## config.mk

```make
export PLATFORM = sky130hd
export DESIGN_NAME = int_gen
export DESIGN_NICKNAME = d
export VERILOG_FILES = /design/src/rtl/int_gen_pkg.sv /design/src/rtl/int_counter.sv /design/src/rtl/int_gen.sv
export SDC_FILE = /design/constraint.sdc
export NUM_CORES = 1
export LEC_CHECK = 0
export CORE_UTILIZATION = 40
export DETAILED_ROUTE_END_ITERATION = 10
export DONT_BUFFER_PORTS = 1
export GPL_TIMING_DRIVEN = 0
export PLACE_DENSITY_LB_ADDON = 0.15
export SYNTH_ARGS = -nofsm -noshare
export SYNTH_HDL_FRONTEND = slang
export SYNTH_SLANG_ARGS = --single-unit
```

## constraint.sdc

```tcl
create_clock -name clk -period 3.8 [get_ports clk]
set_input_delay 0.76 -clock clk [delete_from_list [all_inputs] [get_ports clk]]
set_output_delay 0.76 -clock clk [all_outputs]
set_load 0.01 [all_outputs]
```

## src/rtl/int_gen_pkg.sv

```systemverilog
// Shared constants for int_gen: register indices, CTRL bit positions and
// interrupt line indices.
package int_gen_pkg;

  typedef enum logic [2:0] {
    REG_CTRL     = 3'd0,
    REG_C0_LOAD  = 3'd1,
    REG_C1_LOAD  = 3'd2,
    REG_C0_COUNT = 3'd3,
    REG_C1_COUNT = 3'd4,
    REG_STATUS   = 3'd5,
    REG_PRESCALE = 3'd6,
    REG_NONE     = 3'd7
  } reg_idx_e;

  localparam int unsigned CTRL_C0_EN     = 0;
  localparam int unsigned CTRL_C0_AUTO   = 1;
  localparam int unsigned CTRL_C1_EN     = 2;
  localparam int unsigned CTRL_C1_AUTO   = 3;
  localparam int unsigned CTRL_IO_EN_LSB = 4;

  localparam int unsigned IRQ_IO0  = 0;
  localparam int unsigned IRQ_IO1  = 1;
  localparam int unsigned IRQ_CNT0 = 2;
  localparam int unsigned IRQ_CNT1 = 3;

endpackage

```

## src/rtl/int_counter.sv

```systemverilog
// One down-counter: load/count registers, enable/auto-reload control and a
// registered single-cycle terminal pulse.
module int_counter
  import int_gen_pkg::*;
#(
  parameter int unsigned CW = 32
) (
  input  logic          clk_i,
  input  logic          reset_i,
  input  logic          tick_i,
  input  logic          load_we_i,
  input  logic [CW-1:0] load_val_i,
  input  logic          ctrl_we_i,
  input  logic          en_i,
  input  logic          auto_i,
  output logic [CW-1:0] load_o,
  output logic [CW-1:0] count_o,
  output logic          en_o,
  output logic          auto_o,
  output logic          pulse_o
);

  logic [CW-1:0] load_q, load_d;
  logic [CW-1:0] count_q, count_d;
  logic          en_q, en_d;
  logic          auto_q, auto_d;
  logic          pulse_q, pulse_d;

  always_comb begin
    load_d  = load_q;
    count_d = count_q;
    en_d    = en_q;
    auto_d  = auto_q;
    pulse_d = 1'b0;
    if (ctrl_we_i) begin
      en_d   = en_i;
      auto_d = auto_i;
    end
    if (en_q && tick_i) begin
      if (count_q != '0) begin
        count_d = count_q - CW'(1);
      end else begin
        pulse_d = 1'b1;
        if (auto_q)
          count_d = load_q;
        else if (!ctrl_we_i)
          en_d = 1'b0;
      end
    end
    // A LOAD write overrides any decrement/reload in the same cycle.
    if (load_we_i) begin
      load_d  = load_val_i;
      count_d = load_val_i;
    end
  end

  always_ff @(posedge clk_i) begin
    if (reset_i) begin
      load_q  <= '0;
      count_q <= '0;
      en_q    <= 1'b0;
      auto_q  <= 1'b0;
      pulse_q <= 1'b0;
    end else begin
      load_q  <= load_d;
      count_q <= count_d;
      en_q    <= en_d;
      auto_q  <= auto_d;
      pulse_q <= pulse_d;
    end
  end

  assign load_o  = load_q;
  assign count_o = count_q;
  assign en_o    = en_q;
  assign auto_o  = auto_q;
  assign pulse_o = pulse_q;

endmodule

```

## src/rtl/int_gen.sv

```systemverilog
// Interrupt generator: synchronized IO edge interrupts plus two timer counters.
// Define INT_GEN_PRESCALE_EN to add the PRESCALE register and shared tick divider.
module int_gen
  import int_gen_pkg::*;
#(
  parameter int unsigned SYNC_STAGES = 2,
  parameter int unsigned CW          = 32
) (
  input  logic          clk,
  input  logic          reset,
  input  logic [1:0]    io_irq,
  input  logic          we,
  input  logic [2:0]    addr,
  input  logic [CW-1:0] wdata,
  output logic [CW-1:0] rdata,
  output logic [3:0]    interrupts,
  input  logic [3:0]    interrupt_taken
);

  logic [1:0]             sync_q [SYNC_STAGES];
  logic [SYNC_STAGES-1:0] vld_q;
  logic [1:0]             sync_out;
  logic                   vld_out;
  logic [1:0]             prev_q, prev_d;
  logic [1:0]             armed_q, armed_d;
  logic [1:0]             io_pulse_q, io_pulse_d;
  logic [1:0]             io_en_q, io_en_d;
  logic [3:0]             status_q, status_d;
  logic                   tick;

  logic                   wr_ctrl, wr_c0, wr_c1, wr_status;
  logic [CW-1:0]          c0_load, c0_count, c1_load, c1_count;
  logic                   c0_en, c0_auto, c0_pulse, c1_en, c1_auto, c1_pulse;

  assign wr_ctrl   = we && (addr == REG_CTRL);
  assign wr_c0     = we && (addr == REG_C0_LOAD);
  assign wr_c1     = we && (addr == REG_C1_LOAD);
  assign wr_status = we && (addr == REG_STATUS);

  // vld_q marks when the synchronizer holds real post-reset samples, so a line
  // already high at reset release is never mistaken for a fresh rising edge.
  always_ff @(posedge clk) begin
    if (reset) begin
      for (int unsigned s = 0; s < SYNC_STAGES; s++) sync_q[s] <= '0;
      vld_q <= '0;
    end else begin
      sync_q[0] <= io_irq;
      vld_q[0]  <= 1'b1;
      for (int unsigned s = 1; s < SYNC_STAGES; s++) begin
        sync_q[s] <= sync_q[s-1];
        vld_q[s]  <= vld_q[s-1];
      end
    end
  end

  assign sync_out = sync_q[SYNC_STAGES-1];
  assign vld_out  = vld_q[SYNC_STAGES-1];

  always_comb begin
    prev_d     = sync_out;
    armed_d    = armed_q | ({2{vld_out}} & ~sync_out);
    io_pulse_d = sync_out & ~prev_q & armed_q & io_en_q;
    io_en_d    = wr_ctrl ? wdata[CTRL_IO_EN_LSB +: 2] : io_en_q;
    status_d   = (status_q & ~(wr_status ? wdata[3:0] : 4'b0000)) | interrupts;
  end

`ifdef INT_GEN_PRESCALE_EN
  logic [7:0] prescale_q, prescale_d;
  logic [7:0] pcnt_q, pcnt_d;

  assign tick = (pcnt_q == prescale_q);

  always_comb begin
    prescale_d = (we && (addr == REG_PRESCALE)) ? wdata[7:0] : prescale_q;
    pcnt_d     = tick ? 8'd0 : pcnt_q + 8'd1;
  end

  always_ff @(posedge clk) begin
    if (reset) begin
      prescale_q <= '0;
      pcnt_q     <= '0;
    end else begin
      prescale_q <= prescale_d;
      pcnt_q     <= pcnt_d;
    end
  end
`else
  assign tick = 1'b1;
`endif

  always_ff @(posedge clk) begin
    if (reset) begin
      prev_q     <= '0;
      armed_q    <= '0;
      io_pulse_q <= '0;
      io_en_q    <= '0;
      status_q   <= '0;
    end else begin
      prev_q     <= prev_d;
      armed_q    <= armed_d;
      io_pulse_q <= io_pulse_d;
      io_en_q    <= io_en_d;
      status_q   <= status_d;
    end
  end

  int_counter #(.CW(CW)) u_cnt0 (
    .clk_i      (clk),
    .reset_i    (reset),
    .tick_i     (tick),
    .load_we_i  (wr_c0),
    .load_val_i (wdata),
    .ctrl_we_i  (wr_ctrl),
    .en_i       (wdata[CTRL_C0_EN]),
    .auto_i     (wdata[CTRL_C0_AUTO]),
    .load_o     (c0_load),
    .count_o    (c0_count),
    .en_o       (c0_en),
    .auto_o     (c0_auto),
    .pulse_o    (c0_pulse)
  );

  int_counter #(.CW(CW)) u_cnt1 (
    .clk_i      (clk),
    .reset_i    (reset),
    .tick_i     (tick),
    .load_we_i  (wr_c1),
    .load_val_i (wdata),
    .ctrl_we_i  (wr_ctrl),
    .en_i       (wdata[CTRL_C1_EN]),
    .auto_i     (wdata[CTRL_C1_AUTO]),
    .load_o     (c1_load),
    .count_o    (c1_count),
    .en_o       (c1_en),
    .auto_o     (c1_auto),
    .pulse_o    (c1_pulse)
  );

  always_comb begin
    interrupts           = '0;
    interrupts[IRQ_IO0]  = io_pulse_q[0];
    interrupts[IRQ_IO1]  = io_pulse_q[1];
    interrupts[IRQ_CNT0] = c0_pulse;
    interrupts[IRQ_CNT1] = c1_pulse;
  end

  always_comb begin
    rdata = '0;
    case (reg_idx_e'(addr))
      REG_CTRL: begin
        rdata[CTRL_C0_EN]              = c0_en;
        rdata[CTRL_C0_AUTO]            = c0_auto;
        rdata[CTRL_C1_EN]              = c1_en;
        rdata[CTRL_C1_AUTO]            = c1_auto;
        rdata[CTRL_IO_EN_LSB +: 2]     = io_en_q;
      end
      REG_C0_LOAD:  rdata = c0_load;
      REG_C1_LOAD:  rdata = c1_load;
      REG_C0_COUNT: rdata = c0_count;
      REG_C1_COUNT: rdata = c1_count;
      REG_STATUS:   rdata[7:0] = {interrupt_taken, status_q};
`ifdef INT_GEN_PRESCALE_EN
      REG_PRESCALE: rdata[7:0] = prescale_q;
`endif
      default:      rdata = '0;
    endcase
  end

endmodule

```

==> summary.md, run 1 <==
| Metric | Value |
|---|---|
| Status | `complete, no violations` |
| Fin crit period | `3.70 ns` |
| CORE AREA | `21000 um^2` |
| Maximum vdd ir drop | `0.000238 V` |
| Largest family of logic cells by synthesized area | `simple AND/OR/NAND/NOR gates` |
| Die W | `148 um` |
| CTS Buf Count | `17` |
| Die H | `148 um` |
| Fillcell total | `2195` |
| DIE AREA | `21900 um^2` |
| Antenna Diode Count | `0` |
| Global route hottest layer | `met2` |
| Post-synth EDFFs | `0` |
| Distinct cells, synth | `68` |
| Max-cap violations | `0` |
| DRC | `0` |
| Complex-gate fraction of the synthesized area | `25.3%` |
| Final-stage net count | `1194` |
| Final setup vio count | `0` |
| Placed wire-length estimate | `25.1 mm` |
| DR vias | `8864` |
| # H-tree levels | `4` |
| Global-route wire length before repair | `50.8 mm` |
| Layout cells sized above 1 | `6.56%` |
| GR Util met2 | `47.1%` |
| PostCTS Resize Cnt | `3` |
| Via density | `6.19` |
| Synth Area in XOR/XNOR | `4.21%` |
| Post-synthesis register bit count | `152` |
| Initial Util | `40.7%` |
| Met3 usage | `7.19%` |
| Clock Skews | `0.00959 ns` |
| Clock-pin slew on the worst setup and hold paths | `0.06 ns` |
| Hold Violations, Final | `0` |
| Crit Path Max Fanout | `10` |
| Total power draw | `4.78 mW` |
| Antenna Nets Post-Route | `0` |
| Per-cell routed wire length | `23.5 um` |
| Mapped Area | `8520 um^2` |
| Mux contribution to synthesized area | `2.88%` |
| Post-Synth Simple-Gate Area | `26.3%` |
| Port Buf Inserts | `0` |
| Fmax | `271 MHz` |
| Mapped Nets | `1175` |
| Rows | `53` |
| CP startpoint kind | `input port` |
| Critical Path AT | `2.94 ns` |
| Slew headroom | `28.7%` |
| Largest net degree at the start of global routing | `17` |
| Met1 Use GR | `41.6%` |
| Vias in the first global route | `8376` |
| CTS tree | `yes` |
| Area grow syn2layout | `11.8%` |
| PD cells | `501 nW/um^2` |
| Synth area leader | `dfxtp_1` |
| Gr usage total | `31.2%` |
| Synth Warn # | `0` |
| Final Max Tran Viols | `0` |
| Synth top area cells | `dfxtp_1 (36%), nand2_1 (10%), a21oi_1 (6.0%)` |
| Worst skew pair latency | `0.44 ns` |
| Setup Fix Bufs, Post-CTS | `0` |
| Post-synthesis sequential area ratio | `35.7%` |
| Antenna violations before repair | `0` |
| Drt pass-1 iters | `5` |
| Async set or reset register ratio after synthesis | `0%` |
| Final wirelength | `33.7 mm` |
| Ports | `80` |
| Critical Path End Type | `primary output` |
| Clock sink count | `152` |
| Total grt overflow | `0` |
| RSZ-0062 raised after global routing | `false` |
| Leakage | `3.55 nW` |
| CTS Hold Bufs | `0` |
| Adder-cell share of the synthesized area | `0.734%` |
| Initial drt markers | `994` |
| Clk buf depth | `2` |
| Worst-margin pin slew | `1.06 ns` |
| Most used flip-flop cell after synthesis | `dfxtp_1` |
| GPL Wtd Cong | `0.937` |
| Hold Crit Class | `flop to flop` |
| Syn Inst Count | `1126` |
| Post-Syn Area per Cell | `7.57 um^2` |
| Post-route setup TNS | `0 ns` |
| Period utilization | `97.2%` |
| Clock root buffer | `clkbuf_16` |
| CP required | `3.04 ns` |
| Worst Setup Path Type | `input port to primary output` |
| Post-synth top area share | `35.7%` |
metrics by stage:
step	worst slack, ns	cells	hold WS (ns)	utilization [%]	instance area (um^2)
floorplan	0.712	1126	0.373	-	8520
global placement	-0.465	1401	0.390	42.3	8870
detailed placement	-0.453	1401	0.386	42.3	8870
CTS	0.135	1433	0.398	45.5	9530
global route	0.0856	1433	0.409	45.5	9530
finish	0.105	1433	0.395	45.5	9530
worst max-delay path, cell delays in order:
cell and delay [ns]:
clkbuf_1 0.40, and3_1 0.23, clkbuf_1 0.36, clkbuf_1 0.61, a22oi_1 0.31, nand2_1 0.25
synthesized netlist by cell type (all sizes together), types with 6 or more instances:
cell type / count
a21oi: 102
a221o: 16
a22oi: 55
a31oi: 28
and3: 15
buf: 17
clkbuf: 72
dfxtp: 152
inv: 12
mux2: 6
mux2i: 11
nand2: 227
nand3: 37
nand4: 13
nor2: 64
nor2b: 10
nor3: 29
nor4: 25
o211ai: 16
o21a: 10
o21ai: 67
or2: 6
or3: 10
or4: 11
xnor2: 22
xor2: 19
placed cells by master (no fill, tap or decap), types with 9 or more instances in the layout:
| cell type | instances |
|---|---|
| xnor2_1 | 22 |
| a22oi_1 | 55 |
| o21a_1 | 10 |
| clkbuf_16 | 17 |
| or3_1 | 10 |
| nor2b_1 | 10 |
| nor4_1 | 20 |
| mux2i_1 | 11 |
| a21oi_1 | 102 |
| clkbuf_1 | 69 |
| a221o_1 | 16 |
| nor2_1 | 64 |
| a31oi_1 | 28 |
| dfxtp_1 | 152 |
| inv_1 | 12 |
| nand3_1 | 37 |
| o21ai_1 | 42 |
| nand4_1 | 12 |
| buf_2 | 9 |
| nand2_1 | 227 |
| xor2_1 | 19 |
| and3_1 | 15 |
| o21ai_0 | 25 |
| nor3_1 | 25 |
| or4_1 | 10 |
| o211ai_1 | 16 |
where the power goes:
group,internal (mW),switching (mW)
Combinational,0.419,0.749
Clock,1.14,0.751
Sequential,1.65,0.0697
registers in the layout, indices dropped and copies added (netlist names), 4 cells and up:
name and count:
status_q 4, sync_q 4, u_cnt0.count_o 32, u_cnt0.load_o 32
u_cnt1.count_o 32, u_cnt1.load_o 32
kinds of logic (layout without fill, tap and decap cells):
kind of cell / count (synthesis) / in the layout
simple gates: 470 / 470
flops: 152 / 152
buf+inv: 101 / 133
fa+ha+maj: 5 / 5
xor+xnor: 41 / 41
compound gates: 337 / 337
mux: 20 / 20
per-layer routing:
layer  vias up  routed length [um]
li1       4144                   -
met1      4218               14600
met2       421               14900
met3        81                2890
met4         0                1320
met5         -                   0
layout make-up:
| type | count | area, um^2 | share of cell area (%) |
|---|---|---|---|
| well taps | 275 | 344 | 3.61 |
| plain buffers | 89 | 375 | 3.94 |
| inverters | 12 | 45.0 | 0.473 |
| clock inverters | 13 | 191 | 2.01 |
| flip-flops and latches | 152 | 3040 | 31.9 |
| clock buffers | 19 | 453 | 4.75 |
| multi-input cells | 873 | 5080 | 53.3 |
final timing paths:
kind	slack, ns	end	depth (start not counted)	startpoint
worst max-delay path	0.10	rdata[30]	6	addr[1]
worst min-delay path	0.40	io_pulse_q[1]$_SDFF_PP0_	1	prev_q[1]$_SDFF_PP0_
worst max register to register	0.66	u_cnt1.count_o[22]$_SDFFE_PP0P_	9	u_cnt1.count_o[12]$_SDFFE_PP0P_
worst min register to register	0.40	io_pulse_q[1]$_SDFF_PP0_	1	prev_q[1]$_SDFF_PP0_
(Power assumes the default switching activity.)
==> inputs of run 2 (changes only) <==
--- a/config.mk
+++ b/config.mk
@@ -5,6 +5,7 @@
 export SDC_FILE = /design/constraint.sdc
 export NUM_CORES = 1
 export LEC_CHECK = 0
+export ABC_AREA = 1
 export CORE_UTILIZATION = 40
 export DETAILED_ROUTE_END_ITERATION = 10
 export DONT_BUFFER_PORTS = 1
==> run 2 against run 1 <==
Combinational power grew 110%. Utilization down 0.18 points. First-iteration DRC count is 21% higher. Hold slack got worse by 0.0034 ns. Die area increased by 9.4%. Worst setup slack improved by 0.58 ns. Clock power decreased by 6%. Final area grew 8.3%. Global-route usage increased by 2.0 points. Critical path type unchanged. Largest power group is now combinational logic. Highest routed layer unchanged.
==> summary.md, run 2 <==
| Metric | Value |
|---|---|
| Status | `complete, no violations` |
| Final-stage net count | `1585 (+33%)` |
| Most common cell after layout, fill and taps aside | `nand2_1` |
| CORE AREA | `22800 um^2 (+8.7%)` |
| PostCTS Resize Cnt | `0 (-3)` |
| Area grow syn2layout | `10.5%` |
| Worst-margin pin slew | `0.911 ns (-0.148 ns)` |
| Clock sink count | `152 (unchanged)` |
| Period utilization | `82.0% (-15 points)` |
| DRC | `0 (unchanged)` |
| Multi-input gate area | `5210 um^2 (+2.6%)` |
| Port Buf Inserts | `0 (unchanged)` |
| Fin crit period | `3.12 ns (-0.579 ns)` |
| CTS tree | `yes` |
| Commonest non-fill, non-tap cells in the layout | `nand2_1 (366), nor2_1 (229), inv_1 (191)` |
| Post-synthesis sequential area ratio | `32.6% (-3.1 points)` |
| Switch share | `44.4% (+12 points)` |
| Worst path slowest cell | `a2111oi_0` |
| Most frequent CP cell | `nor2_1` |
| Synth area leader | `dfxtp_1` |
| Distinct cells, synth | `44 (-35%)` |
| Area occupied by registers | `3040 um^2 (unchanged)` |
| CP cell instances | `inv_1, nor2_1, nand2_1, clkbuf_1, nor2_1, a2111oi_0, nor2_1` |
| Crit Path Max Fanout | `10 (unchanged)` |
| Internal | `3.36 mW (+4.7%)` |
| Drt pass-1 iters | `7 (+2)` |
| Die W | `155 um (+4.6%)` |
| Antenna Diode Count | `0 (unchanged)` |
| Post-synth EDFFs | `0 (unchanged)` |
| DR vias | `10300 (+16%)` |
| Async set or reset register ratio after synthesis | `0% (unchanged)` |
| CTS Buf Count | `17 (unchanged)` |
| Clock root buffer | `clkbuf_16` |
| Maximum vdd ir drop | `0.000270 V (+14%)` |
| Fillcell total | `2478 (+13%)` |
| # H-tree levels | `4 (unchanged)` |
| Critical Path AT | `2.36 ns (-0.58 ns)` |
| Die H | `155 um (+4.6%)` |
| Post-route setup TNS | `0 ns (unchanged)` |
| Synth Warn # | `0 (unchanged)` |
| Flop pwr share | `29.2% (-6.8 points)` |
| Initial Util | `41.0% (+0.31 points)` |
| DIE AREA | `24000 um^2 (+9.4%)` |
| Worst Setup Path Type | `input port to primary output` |
| Clock Skews | `0.0107 ns (+0.00116 ns)` |
| Most used flip-flop cell after synthesis | `dfxtp_1` |
| Psw | `2.69 mW (+71%)` |
| Worst skew pair latency | `0.45 ns (about the same)` |
| CP required | `3.04 ns (about the same)` |
| Via density | `5.52 (-11%)` |
| CP max stage delay | `0.58 ns (-0.03 ns)` |
| Vias in the first global route | `9247 (+10%)` |
| Final Max Tran Viols | `0 (unchanged)` |
| Final wirelength | `39.2 mm (+16%)` |
| Post-Syn Area per Cell | `6.15 um^2 (-19%)` |
| Most frequent cell after synthesis | `nand2_1` |
| Layout cells sized above 1 | `6.58% (+0.022 points)` |
| Mapped Area | `9340 um^2 (+9.5%)` |
| Ports | `80 (unchanged)` |
| Leakage | `4.45 nW (+26%)` |
| Critical Path End Type | `primary output` |
| CP startpoint kind | `input port` |
| Top cells by count, synth | `nand2_1 (366), nor2_1 (229), inv_1 (191)` |
| Hold WS | `0.392 ns (-0.00340 ns)` |
| Placed wire-length estimate | `31.4 mm (+25%)` |
| Mapped Nets | `1566 (+33%)` |
| Gr usage total | `33.2% (+2.0 points)` |
| Hold Crit Class | `flop to flop` |
| Setup Fix Bufs, Post-CTS | `0 (unchanged)` |
| Logic pwr share | `41.3% (+17 points)` |
| Post-synthesis register bit count | `152 (unchanged)` |
| Global-route wire length before repair | `58.3 mm (+15%)` |
| Slew headroom | `38.7% (+10 points)` |
| Total power draw | `6.05 mW (+27%)` |
| Fmax | `321 MHz (+19%)` |
| Synth top area cells | `dfxtp_1 (33%), nand2_1 (15%), a21oi_1 (9.8%)` |
| Antenna Nets Post-Route | `0 (unchanged)` |
| Max-cap violations | `0 (unchanged)` |
| PD cells | `586 nW/um^2 (+17%)` |
| RSZ-0062 raised after global routing | `false` |
| Rows | `55 (+3.8%)` |
| Hold Violations, Final | `0 (unchanged)` |
| Final setup vio count | `0 (unchanged)` |
| Largest net degree at the start of global routing | `18 (+1)` |
| Clk buf depth | `2 (unchanged)` |
| Clock Power Share | `29.5% (-10 points)` |
| Initial drt markers | `1200 (+21%)` |
| Post-synth top area share | `32.6% (-3.1 points)` |
| Clock-pin slew on the worst setup and hold paths | `0.07 ns (about the same)` |
| Antenna violations before repair | `0 (unchanged)` |
| Final Util | `45.3% (-0.18 points)` |
| GPL Wtd Cong | `1.01 (+7.5%)` |
| Per-cell routed wire length | `21.1 um (-10%)` |
| Syn Inst Count | `1517 (+35%)` |
| CTS Hold Bufs | `0 (unchanged)` |
| Total grt overflow | `0 (unchanged)` |
## run 2: cell types whose count changed in the layout (fill, tap and decap cells not counted), moves of 42 or more
cell | before | now
nand3_1 | 37 | 107
nand2_1 | 227 | 366
a22oi_1 | 55 | 0
nor2_1 | 64 | 229
clkbuf_1 | 69 | 27
a21oi_1 | 102 | 182
inv_1 | 12 | 191
## run 2: critical path, delay by kind of cell
kind | cells | cell delay (ns)
simple gates | 4 | 0.49
buf+inv | 2 | 0.53
compound gates | 1 | 0.58
## run 2: cells by family (layout without fill, tap and decap cells)
group           count (synthesis)  in the layout  share of synthesized area [%]
xor+xnor                       22             22                           2.06
flops                         152            152                           32.6
buf+inv                       264            296                           11.6
compound gates                312            312                           18.4
simple gates                  762            762                           34.7
fa+ha+maj                       5              5                          0.670
## run 2: worst paths after layout
check / from / endpoint / slack [ns] / cells after the start
worst max-delay path: addr[0] / rdata[0] / 0.68 / 7
worst min register to register: prev_q[0]$_SDFF_PP0_ / io_pulse_q[0]$_SDFF_PP0_ / 0.39 / 1
worst min-delay path: prev_q[0]$_SDFF_PP0_ / io_pulse_q[0]$_SDFF_PP0_ / 0.39 / 1
worst max register to register: u_cnt0.count_o[0]$_SDFFE_PP0P_ / u_cnt0.count_o[0]$_SDFFE_PP0P_ / 1.52 / 12
## run 2: power by group through the flow
stage | sequential (mW) | clock (mW) | combinational [mW]
2_1_floorplan | 1.77 | 0 | 1.79
3_3_place_gp | 1.80 | 0 | 2.44
3_5_place_dp | 1.80 | 0 | 2.45
4_1_cts | 1.76 | 1.78 | 2.46
5_1_grt | 1.77 | 1.85 | 2.77
6_report | 1.76 | 1.78 | 2.50
## run 2: layer usage
| layer | share of wire, % | GRT usage [%] | vias to the layer above | routed length, um |
|---|---|---|---|---|
| li1 | - | - | 4936 | - |
| met4 | 3.5 | 12.7 | 0 | 1370 |
| met1 | 44 | 45.8 | 4783 | 17200 |
| met3 | 7.7 | 4.51 | 69 | 3020 |
| met5 | 0 | 0 | - | 0 |
| met2 | 45 | 52.5 | 487 | 17600 |
## run 2: per-stage QoR
step	instances	instance area, um^2	setup WS, ns
floorplan	1517	9340	1.22
finish	1862	10300	0.684
CTS	1862	10300	0.683
global placement	1830	9730	0.690
detailed placement	1830	9730	0.691
global route	1862	10300	0.546
## run 2: final cells by class
type                            count  share of cell area (%)
Buffer                             62                    3.14
Clock buffer                       17                    4.12
Inverter                          202                    7.35
Sequential cell                   152                    29.5
Clock inverter                     15                    1.62
Tap cell                          313                    3.79
Multi-Input combinational cell   1101                    50.5
